**src/rtl/dsp_mem_arbiter_pkg.sv**
```systemverilog
// Shared constants and types for the DSP data-memory arbiter.
// Bank select is the top address bit; owner codes tag pending read returns.
package dsp_mem_arbiter_pkg;

    localparam int MEM_ADDR_LEN  = 16;
    localparam int REG_WORD_LEN  = 16;
    localparam int BANK_SEL_BIT  = MEM_ADDR_LEN - 1;
    localparam int BANK_ADDR_LEN = MEM_ADDR_LEN - 1;

    typedef enum logic [1:0] {
        OWN_NONE = 2'd0,
        OWN_CORE = 2'd1,
        OWN_DMA  = 2'd2
    } own_e;

    typedef logic [MEM_ADDR_LEN-1:0]  addr_t;
    typedef logic [BANK_ADDR_LEN-1:0] baddr_t;
    typedef logic [REG_WORD_LEN-1:0]  word_t;

    function automatic logic bank_sel(addr_t a);
        return a[BANK_SEL_BIT];
    endfunction

endpackage

```
**src/rtl/dsp_mem_arbiter_if.sv**
```systemverilog
// Requester and bank-side signals of the data-memory arbiter.
// master = core/DMA/RAM environment, slave = arbiter.
interface dsp_mem_arbiter_if;
    import dsp_mem_arbiter_pkg::*;

    logic   core_req;
    logic   core_we;
    addr_t  core_addr;
    word_t  core_wdata;
    logic   core_gnt;
    logic   core_stall;
    logic   core_rvalid;
    word_t  core_rdata;

    logic   dma_req;
    logic   dma_we;
    addr_t  dma_addr;
    word_t  dma_wdata;
    logic   dma_gnt;
    logic   dma_rvalid;
    word_t  dma_rdata;

    logic   b1_en;
    logic   b1_we;
    baddr_t b1_addr;
    word_t  b1_wdata;
    word_t  b1_rdata;

    logic   b2_en;
    logic   b2_we;
    baddr_t b2_addr;
    word_t  b2_wdata;
    word_t  b2_rdata;

    modport master (
        output core_req, core_we, core_addr, core_wdata,
        input  core_gnt, core_stall, core_rvalid, core_rdata,
        output dma_req, dma_we, dma_addr, dma_wdata,
        input  dma_gnt, dma_rvalid, dma_rdata,
        input  b1_en, b1_we, b1_addr, b1_wdata,
        output b1_rdata,
        input  b2_en, b2_we, b2_addr, b2_wdata,
        output b2_rdata
    );

    modport slave (
        input  core_req, core_we, core_addr, core_wdata,
        output core_gnt, core_stall, core_rvalid, core_rdata,
        input  dma_req, dma_we, dma_addr, dma_wdata,
        output dma_gnt, dma_rvalid, dma_rdata,
        output b1_en, b1_we, b1_addr, b1_wdata,
        input  b1_rdata,
        output b2_en, b2_we, b2_addr, b2_wdata,
        input  b2_rdata
    );

endinterface

```
**src/rtl/dsp_bank_arb.sv**
```systemverilog
// One bank's arbiter: core priority with bounded DMA starvation,
// strobe mux to the RAM and owner tracking for the read return.
module dsp_bank_arb
    import dsp_mem_arbiter_pkg::*;
#(
    parameter int MAX_WAIT = 4
) (
    input  logic   clk,
    input  logic   rst_n,
    input  logic   core_hit,
    input  logic   core_we,
    input  baddr_t core_addr,
    input  word_t  core_wdata,
    input  logic   dma_hit,
    input  logic   dma_we,
    input  baddr_t dma_addr,
    input  word_t  dma_wdata,
    output logic   core_gnt,
    output logic   dma_gnt,
    output logic   b_en,
    output logic   b_we,
    output baddr_t b_addr,
    output word_t  b_wdata,
    input  word_t  b_rdata,
    output logic   core_rvalid,
    output word_t  core_rdata,
    output logic   dma_rvalid,
    output word_t  dma_rdata
);

    localparam logic [3:0] WAIT_MAX = 4'(MAX_WAIT);

    logic [3:0] wait_q, wait_d;
    own_e       own_q, own_d;
    logic       force_dma;

    always_comb begin
        force_dma = core_hit & dma_hit & (wait_q == WAIT_MAX);
        core_gnt  = core_hit & ~force_dma;
        dma_gnt   = dma_hit & ~core_gnt;

        // Counter only survives consecutive denials on this bank.
        wait_d = '0;
        if (dma_hit & ~dma_gnt)
            wait_d = (wait_q == WAIT_MAX) ? wait_q : wait_q + 4'd1;

        b_en    = 1'b0;
        b_we    = 1'b0;
        b_addr  = '0;
        b_wdata = '0;
        own_d   = OWN_NONE;
        unique case (1'b1)
            core_gnt: begin
                b_en    = 1'b1;
                b_we    = core_we;
                b_addr  = core_addr;
                b_wdata = core_wdata;
                own_d   = core_we ? OWN_NONE : OWN_CORE;
            end
            dma_gnt: begin
                b_en    = 1'b1;
                b_we    = dma_we;
                b_addr  = dma_addr;
                b_wdata = dma_wdata;
                own_d   = dma_we ? OWN_NONE : OWN_DMA;
            end
            default: ;
        endcase
    end

    always_ff @(posedge clk or negedge rst_n) begin
        if (!rst_n) begin
            wait_q <= '0;
            own_q  <= OWN_NONE;
        end else begin
            wait_q <= wait_d;
            own_q  <= own_d;
        end
    end

    assign core_rvalid = (own_q == OWN_CORE);
    assign dma_rvalid  = (own_q == OWN_DMA);
    assign core_rdata  = core_rvalid ? b_rdata : '0;
    assign dma_rdata   = dma_rvalid ? b_rdata : '0;

endmodule

```
**src/rtl/dsp_mem_arbiter.sv**
```systemverilog
// Two-requester arbiter for the DSP's two data-memory banks.
// Decodes bank select, runs one arbiter per bank, merges the returns.
module dsp_mem_arbiter
    import dsp_mem_arbiter_pkg::*;
#(
    parameter int MAX_WAIT = 4
) (
    input logic               clk,
    input logic               rst_n,
    dsp_mem_arbiter_if.slave  bus
);

    logic  c_b2, d_b2;
    logic  c_hit1, c_hit2, d_hit1, d_hit2;
    logic  c_gnt1, c_gnt2, d_gnt1, d_gnt2;
    logic  c_rv1, c_rv2, d_rv1, d_rv2;
    word_t c_rd1, c_rd2, d_rd1, d_rd2;

    assign c_b2   = bank_sel(bus.core_addr);
    assign d_b2   = bank_sel(bus.dma_addr);
    assign c_hit1 = bus.core_req & ~c_b2;
    assign c_hit2 = bus.core_req & c_b2;
    assign d_hit1 = bus.dma_req & ~d_b2;
    assign d_hit2 = bus.dma_req & d_b2;

    dsp_bank_arb #(.MAX_WAIT(MAX_WAIT)) u_b1 (
        .clk         (clk),
        .rst_n       (rst_n),
        .core_hit    (c_hit1),
        .core_we     (bus.core_we),
        .core_addr   (bus.core_addr[BANK_ADDR_LEN-1:0]),
        .core_wdata  (bus.core_wdata),
        .dma_hit     (d_hit1),
        .dma_we      (bus.dma_we),
        .dma_addr    (bus.dma_addr[BANK_ADDR_LEN-1:0]),
        .dma_wdata   (bus.dma_wdata),
        .core_gnt    (c_gnt1),
        .dma_gnt     (d_gnt1),
        .b_en        (bus.b1_en),
        .b_we        (bus.b1_we),
        .b_addr      (bus.b1_addr),
        .b_wdata     (bus.b1_wdata),
        .b_rdata     (bus.b1_rdata),
        .core_rvalid (c_rv1),
        .core_rdata  (c_rd1),
        .dma_rvalid  (d_rv1),
        .dma_rdata   (d_rd1)
    );

    dsp_bank_arb #(.MAX_WAIT(MAX_WAIT)) u_b2 (
        .clk         (clk),
        .rst_n       (rst_n),
        .core_hit    (c_hit2),
        .core_we     (bus.core_we),
        .core_addr   (bus.core_addr[BANK_ADDR_LEN-1:0]),
        .core_wdata  (bus.core_wdata),
        .dma_hit     (d_hit2),
        .dma_we      (bus.dma_we),
        .dma_addr    (bus.dma_addr[BANK_ADDR_LEN-1:0]),
        .dma_wdata   (bus.dma_wdata),
        .core_gnt    (c_gnt2),
        .dma_gnt     (d_gnt2),
        .b_en        (bus.b2_en),
        .b_we        (bus.b2_we),
        .b_addr      (bus.b2_addr),
        .b_wdata     (bus.b2_wdata),
        .b_rdata     (bus.b2_rdata),
        .core_rvalid (c_rv2),
        .core_rdata  (c_rd2),
        .dma_rvalid  (d_rv2),
        .dma_rdata   (d_rd2)
    );

    // A requester owns at most one bank per cycle, so OR-merge is safe.
    assign bus.core_gnt    = c_gnt1 | c_gnt2;
    assign bus.dma_gnt     = d_gnt1 | d_gnt2;
    assign bus.core_stall  = bus.core_req & ~bus.core_gnt;
    assign bus.core_rvalid = c_rv1 | c_rv2;
    assign bus.dma_rvalid  = d_rv1 | d_rv2;
    assign bus.core_rdata  = c_rd1 | c_rd2;
    assign bus.dma_rdata   = d_rd1 | d_rd2;

endmodule

```
**src/flat_wrapper.sv**
```systemverilog
// flat-port wrapper written by rule: the top's interface ports become plain ports
module dsp_mem_arbiter_flat import dsp_mem_arbiter_pkg::*;
#(
    parameter int MAX_WAIT = 4
)
  (clk, rst_n, bus_core_req, bus_core_we, bus_core_addr, bus_core_wdata, bus_core_gnt, bus_core_stall, bus_core_rvalid, bus_core_rdata, bus_dma_req, bus_dma_we, bus_dma_addr, bus_dma_wdata, bus_dma_gnt, bus_dma_rvalid, bus_dma_rdata, bus_b1_en, bus_b1_we, bus_b1_addr, bus_b1_wdata, bus_b1_rdata, bus_b2_en, bus_b2_we, bus_b2_addr, bus_b2_wdata, bus_b2_rdata);
  dsp_mem_arbiter_if bus_i ();
  input logic clk;
  input logic rst_n;
  input wire logic [$bits(bus_i.core_req)-1:0] bus_core_req;
  input wire logic [$bits(bus_i.core_we)-1:0] bus_core_we;
  input wire logic [$bits(bus_i.core_addr)-1:0] bus_core_addr;
  input wire logic [$bits(bus_i.core_wdata)-1:0] bus_core_wdata;
  output wire logic [$bits(bus_i.core_gnt)-1:0] bus_core_gnt;
  output wire logic [$bits(bus_i.core_stall)-1:0] bus_core_stall;
  output wire logic [$bits(bus_i.core_rvalid)-1:0] bus_core_rvalid;
  output wire logic [$bits(bus_i.core_rdata)-1:0] bus_core_rdata;
  input wire logic [$bits(bus_i.dma_req)-1:0] bus_dma_req;
  input wire logic [$bits(bus_i.dma_we)-1:0] bus_dma_we;
  input wire logic [$bits(bus_i.dma_addr)-1:0] bus_dma_addr;
  input wire logic [$bits(bus_i.dma_wdata)-1:0] bus_dma_wdata;
  output wire logic [$bits(bus_i.dma_gnt)-1:0] bus_dma_gnt;
  output wire logic [$bits(bus_i.dma_rvalid)-1:0] bus_dma_rvalid;
  output wire logic [$bits(bus_i.dma_rdata)-1:0] bus_dma_rdata;
  output wire logic [$bits(bus_i.b1_en)-1:0] bus_b1_en;
  output wire logic [$bits(bus_i.b1_we)-1:0] bus_b1_we;
  output wire logic [$bits(bus_i.b1_addr)-1:0] bus_b1_addr;
  output wire logic [$bits(bus_i.b1_wdata)-1:0] bus_b1_wdata;
  input wire logic [$bits(bus_i.b1_rdata)-1:0] bus_b1_rdata;
  output wire logic [$bits(bus_i.b2_en)-1:0] bus_b2_en;
  output wire logic [$bits(bus_i.b2_we)-1:0] bus_b2_we;
  output wire logic [$bits(bus_i.b2_addr)-1:0] bus_b2_addr;
  output wire logic [$bits(bus_i.b2_wdata)-1:0] bus_b2_wdata;
  input wire logic [$bits(bus_i.b2_rdata)-1:0] bus_b2_rdata;
  assign bus_i.core_req = bus_core_req;
  assign bus_i.core_we = bus_core_we;
  assign bus_i.core_addr = bus_core_addr;
  assign bus_i.core_wdata = bus_core_wdata;
  assign bus_core_gnt = bus_i.core_gnt;
  assign bus_core_stall = bus_i.core_stall;
  assign bus_core_rvalid = bus_i.core_rvalid;
  assign bus_core_rdata = bus_i.core_rdata;
  assign bus_i.dma_req = bus_dma_req;
  assign bus_i.dma_we = bus_dma_we;
  assign bus_i.dma_addr = bus_dma_addr;
  assign bus_i.dma_wdata = bus_dma_wdata;
  assign bus_dma_gnt = bus_i.dma_gnt;
  assign bus_dma_rvalid = bus_i.dma_rvalid;
  assign bus_dma_rdata = bus_i.dma_rdata;
  assign bus_b1_en = bus_i.b1_en;
  assign bus_b1_we = bus_i.b1_we;
  assign bus_b1_addr = bus_i.b1_addr;
  assign bus_b1_wdata = bus_i.b1_wdata;
  assign bus_i.b1_rdata = bus_b1_rdata;
  assign bus_b2_en = bus_i.b2_en;
  assign bus_b2_we = bus_i.b2_we;
  assign bus_b2_addr = bus_i.b2_addr;
  assign bus_b2_wdata = bus_i.b2_wdata;
  assign bus_i.b2_rdata = bus_b2_rdata;
  dsp_mem_arbiter #(.MAX_WAIT(MAX_WAIT)) u_core (.clk(clk), .rst_n(rst_n), .bus(bus_i));
endmodule
```
**config.mk**
```make
export PLATFORM = sky130hd
export DESIGN_NAME = dsp_mem_arbiter_flat
export DESIGN_NICKNAME = d
export VERILOG_FILES = /design/src/rtl/dsp_mem_arbiter_pkg.sv /design/src/rtl/dsp_mem_arbiter_if.sv /design/src/rtl/dsp_bank_arb.sv /design/src/rtl/dsp_mem_arbiter.sv /design/src/flat_wrapper.sv
export SDC_FILE = /design/constraint.sdc
export NUM_CORES = 1
export LEC_CHECK = 0
export BUFFER_PORTS_ARGS = -buffer_cell sky130_fd_sc_hd__buf_4
export CORE_AREA = 3 3 78 80
export CTS_BUF_LIST = sky130_fd_sc_hd__clkbuf_8
export DETAILED_ROUTE_END_ITERATION = 12
export DIE_AREA = 0 0 81 83
export PLACE_DENSITY_LB_ADDON = 0.25
export SETUP_SLACK_MARGIN = 0.5
export SYNTH_ARGS = -nofsm -noshare
export SYNTH_HDL_FRONTEND = slang
export SYNTH_SLANG_ARGS = --single-unit
```
**constraint.sdc**
```tcl
create_clock -name clk -period 1.9 [get_ports clk]
set_input_delay 0.19 -clock clk [delete_from_list [all_inputs] [get_ports clk]]
set_output_delay 0.19 -clock clk [all_outputs]
set_load 0.005 [all_outputs]
```
==> impl_results.md <==
* Status: finished, violations left
* Failing checks: negative setup slack
* Final hold vios at 0
* Synth Area in Simple Gates at 11.8%
* Net Sw Frac at 30.6%
* Die ar. at 0.00672 mm2
* DR vias at 2754
* Critical path required time at 1.71 ns
* CTS tree: done
* Internal at approximately 960 uW
* Flops & latches, synth at 12
* Element type at the critical path start: register
* WP data arrival at roughly 1.8 ns
* Tot Pwr at 1390 uW
* Reg-to-reg endpoint: u_core.u_b2.wait_q[2]$_DFFE_PN0P_
* Yosys warns at 0
* Post-synth top area cell: a22o_1
* DRT Pass-1 Iters at 4
* Count leader, synth: a22o_1
* CP Max Fanout at 8
* Fmax at around 500 MHz
* TritonCTS buffer count at 3
* CTS max path bufs at 2
* Reg2Reg Launch Point: u_core.u_b2.wait_q[1]$_DFFE_PN0P_
* Syn Nets at 294
* Top post-synthesis cells by area: a22o_1 51%, dfrtp_1 18%, nor2b_1 3.4%, buf_2 3.1%, ha_1 3.1%
* Number of synthesized flops with an enable pin at 0
* Initial antenna violation count at 0
* # fillers at between 300 and 400
* DP Worst Slack at 0.0867 ns
* Worst-Margin Slew at around 0.67 ns
* Placed cells at about 450
* Layout Nets at roughly 530
* Fin crit period at 2.01 ns
* Max VDD drop at approximately 0.00019 V
* Clock Sinks at 12
* Commonest cells in the synthesized netlist: 96 x a22o_1, 12 x dfrtp_1, 10 x buf_2
* First-pass GRT wire length at 13.8 mm
* Sum Neg Setup Slack at -4.44 ns
* Worst r2r path cells at 8
* Die Y at 83 um
* DP HPWL at 6.14 mm
* Mapped cell area at 0.00164 mm2
* Reg clk slew, reported paths at about 0.060 ns
* Area grow syn2layout at 155%
* Most Used Layer, Global Route: met2
* # H-tree levels at 1
* Setup slack, reg-to-reg at 0.25 ns
* Clk network pwr share at 20.4%
* WS Path Type: register to output pin
* Vias in the first global route at 2814
* GRT met1 Usage at 24.2%
* Grt total ovfl at 0
* Final non-filler cell total at 497
* Initial Utilization at 29.9%
* Number of port buffers at slightly above 200
* Worst setup path startpoint: u_core.u_b1.wait_q[0]$_DFFE_PN0P_
* Net Switching at ~420 uW
* N_diodes at 0
* Layout cell share with drive strength beyond 1 at 66.8%
* DRC Markers at 0
* Final Max Tran Viols at 0
* Post-Route WL at 10.4 mm
* Adder-Cell Fraction of Synth Area at 3.05%
* Power density over cell area at 331 mW/mm2
* P_leak at 0.00212 uW
* Synth Instances at 188
* Core area at 0.00547 mm2
* Compound-Gate Fraction of Synth Area at 56.1%
* Global Route Usage Sum at between 20% and 30%
* Type of the worst min-delay path: input port to register
* Ports at 205
* M2 GR Usage at 50.1%
* Synth top area share at between 50% and 60%
* Clk Latency, worst-skew pair at 0.24 ns
* Largest net degree at the start of global routing at 34
* Synth unique cells at 29
* Routed Antenna Nets at 0
* Clock Skew at 0.00257 ns
* Dominant synthesized flop cell: dfrtp_1
* Routability Congestion at 0.786
* Register area share after synthesis at 18.3%
* HP Start: bus_core_we
* Routed wire per std cell at 20.9 um
* Sequential Power Share at a little under a fifth
* Critical path capture point: bus_b1_wdata[5]
* CP endpoint kind: output pin
* Async SR Flop Fraction at 100%
* Period utilization at 106%
* XOR/XNOR Fraction of Synth Area at approximately 1.6%
* Clk root buf: clkbuf_8
* MaxCap Viol Count at 0
* Starting DRT DRC Count at between 90 and 100
* Worst setup margin at -0.106 ns
* Final setup violation count at 66
* Rel. slew slack at 55.2%
* Horiz. Die Dim at 81 um
* Largest family of logic cells by synthesized area: compound AO/OA/AOI/OAI gates
* Met3 usage at 7.92%
* Multi-input gate area at between 0.001 and 0.0015 mm2
* # rows at 27
* Syn Area/Cell at 8.72 um2
* Combinational power share at 60.6%
* Post-synthesis mux area share at 0.611%
* Vias/cell at around 5.5
* Sequential cell area at 300 um2
* RSZ-0062 raised after global routing: true
==> cell usage in the layout (no fill, tap or decap), types with 5 or more instances in the layout <==
cell type	n
a22o_1	96
buf_12	8
buf_16	6
buf_4	199
buf_6	33
clkbuf_16	5
dfrtp_1	12
nand2_1	5
nor2b_4	8
nor3_1	5
==> layer usage <==
metal | vias to the layer above | share of wire, %
li1 | 1244 | -
met1 | 1307 | 32
met2 | 166 | 54
met3 | 37 | 10
met4 | 0 | 4.0
met5 | - | 0
==> power by group through the flow <==
stage	clock network [uW]	logic, uW	registers, uW
after detailed placement	0	659	267
after floorplan	0	233	267
after global placement	0	653	267
final	282	839	264
after CTS	283	774	263
after global routing	299	889	264
==> how the worst min path moves through the flow <==
stage	endpoint	slack [ns]	cells after the start
2_1_floorplan	u_core.u_b1.own_q[0]$_DFF_PN0_	-0.11	0
3_3_place_gp	u_core.u_b2.wait_q[3]$_DFFE_PN0P_	0.04	1
3_5_place_dp	u_core.u_b2.wait_q[3]$_DFFE_PN0P_	0.04	1
4_1_cts	u_core.u_b2.own_q[0]$_DFF_PN0_	0.13	2
5_1_grt	u_core.u_b1.own_q[0]$_DFF_PN0_	0.15	2
6_report	u_core.u_b1.own_q[0]$_DFF_PN0_	0.16	2
==> sequential cells by signal, summed over array words and instances, names as in the netlist <==
signal,flops
u_core.u_b1.own_q,2
u_core.u_b1.wait_q,4
u_core.u_b2.own_q,2
u_core.u_b2.wait_q,4
==> area by class of cell <==
type / count / area share [%]
sequential: 12 / 7.17
clock buffer: 4 / 1.32
tap: 72 / 2.15
multi-input combinational: 150 / 33.2
inverter: 7 / 0.628
timing repair buffer: 252 / 55.6
==> stage by stage <==
| stage | area [um2] | utilization [%] | hold slack [ns] |
|---|---|---|---|
| floorplan | 1690 | - | -0.106 |
| global placement | 3230 | 59.0 | 0.0356 |
| detailed placement | 3230 | 59.0 | 0.0372 |
| CTS | 3910 | 71.4 | 0.127 |
| global route | 4190 | 76.5 | 0.151 |
| finish | 4190 | 76.5 | 0.160 |
==> logic make-up after synthesis <==
family	count (synthesis)
AO/OA/AOI/OAI	104
AND/OR/NAND/NOR	36
buffers and inverters	28
flip-flops	12
adder cells (fa/ha/maj)	4
XOR/XNOR	3
multiplexers	1
==> timing repair <==
action	CTS	global route
pin swaps	38	9
cloned	10	4
gates resized for setup	43	35
buffers inserted	23	9
endpoints found under the hold margin	12	0
hold buffers	1	0
endpoints found under the setup margin	108	109
==> worst max-delay path: stages (launching register included) <==
cell	delay, ns
dfrtp_1	0.39
inv_2	0.08
ha_4	0.12
nand3b_1	0.09
buf_6	0.15
a21oi_4	0.20
buf_6	0.16
clkbuf_16	0.15
a22o_1	0.13
buf_4	0.10
No activity file was read; power rests on OpenSTA's default activity.
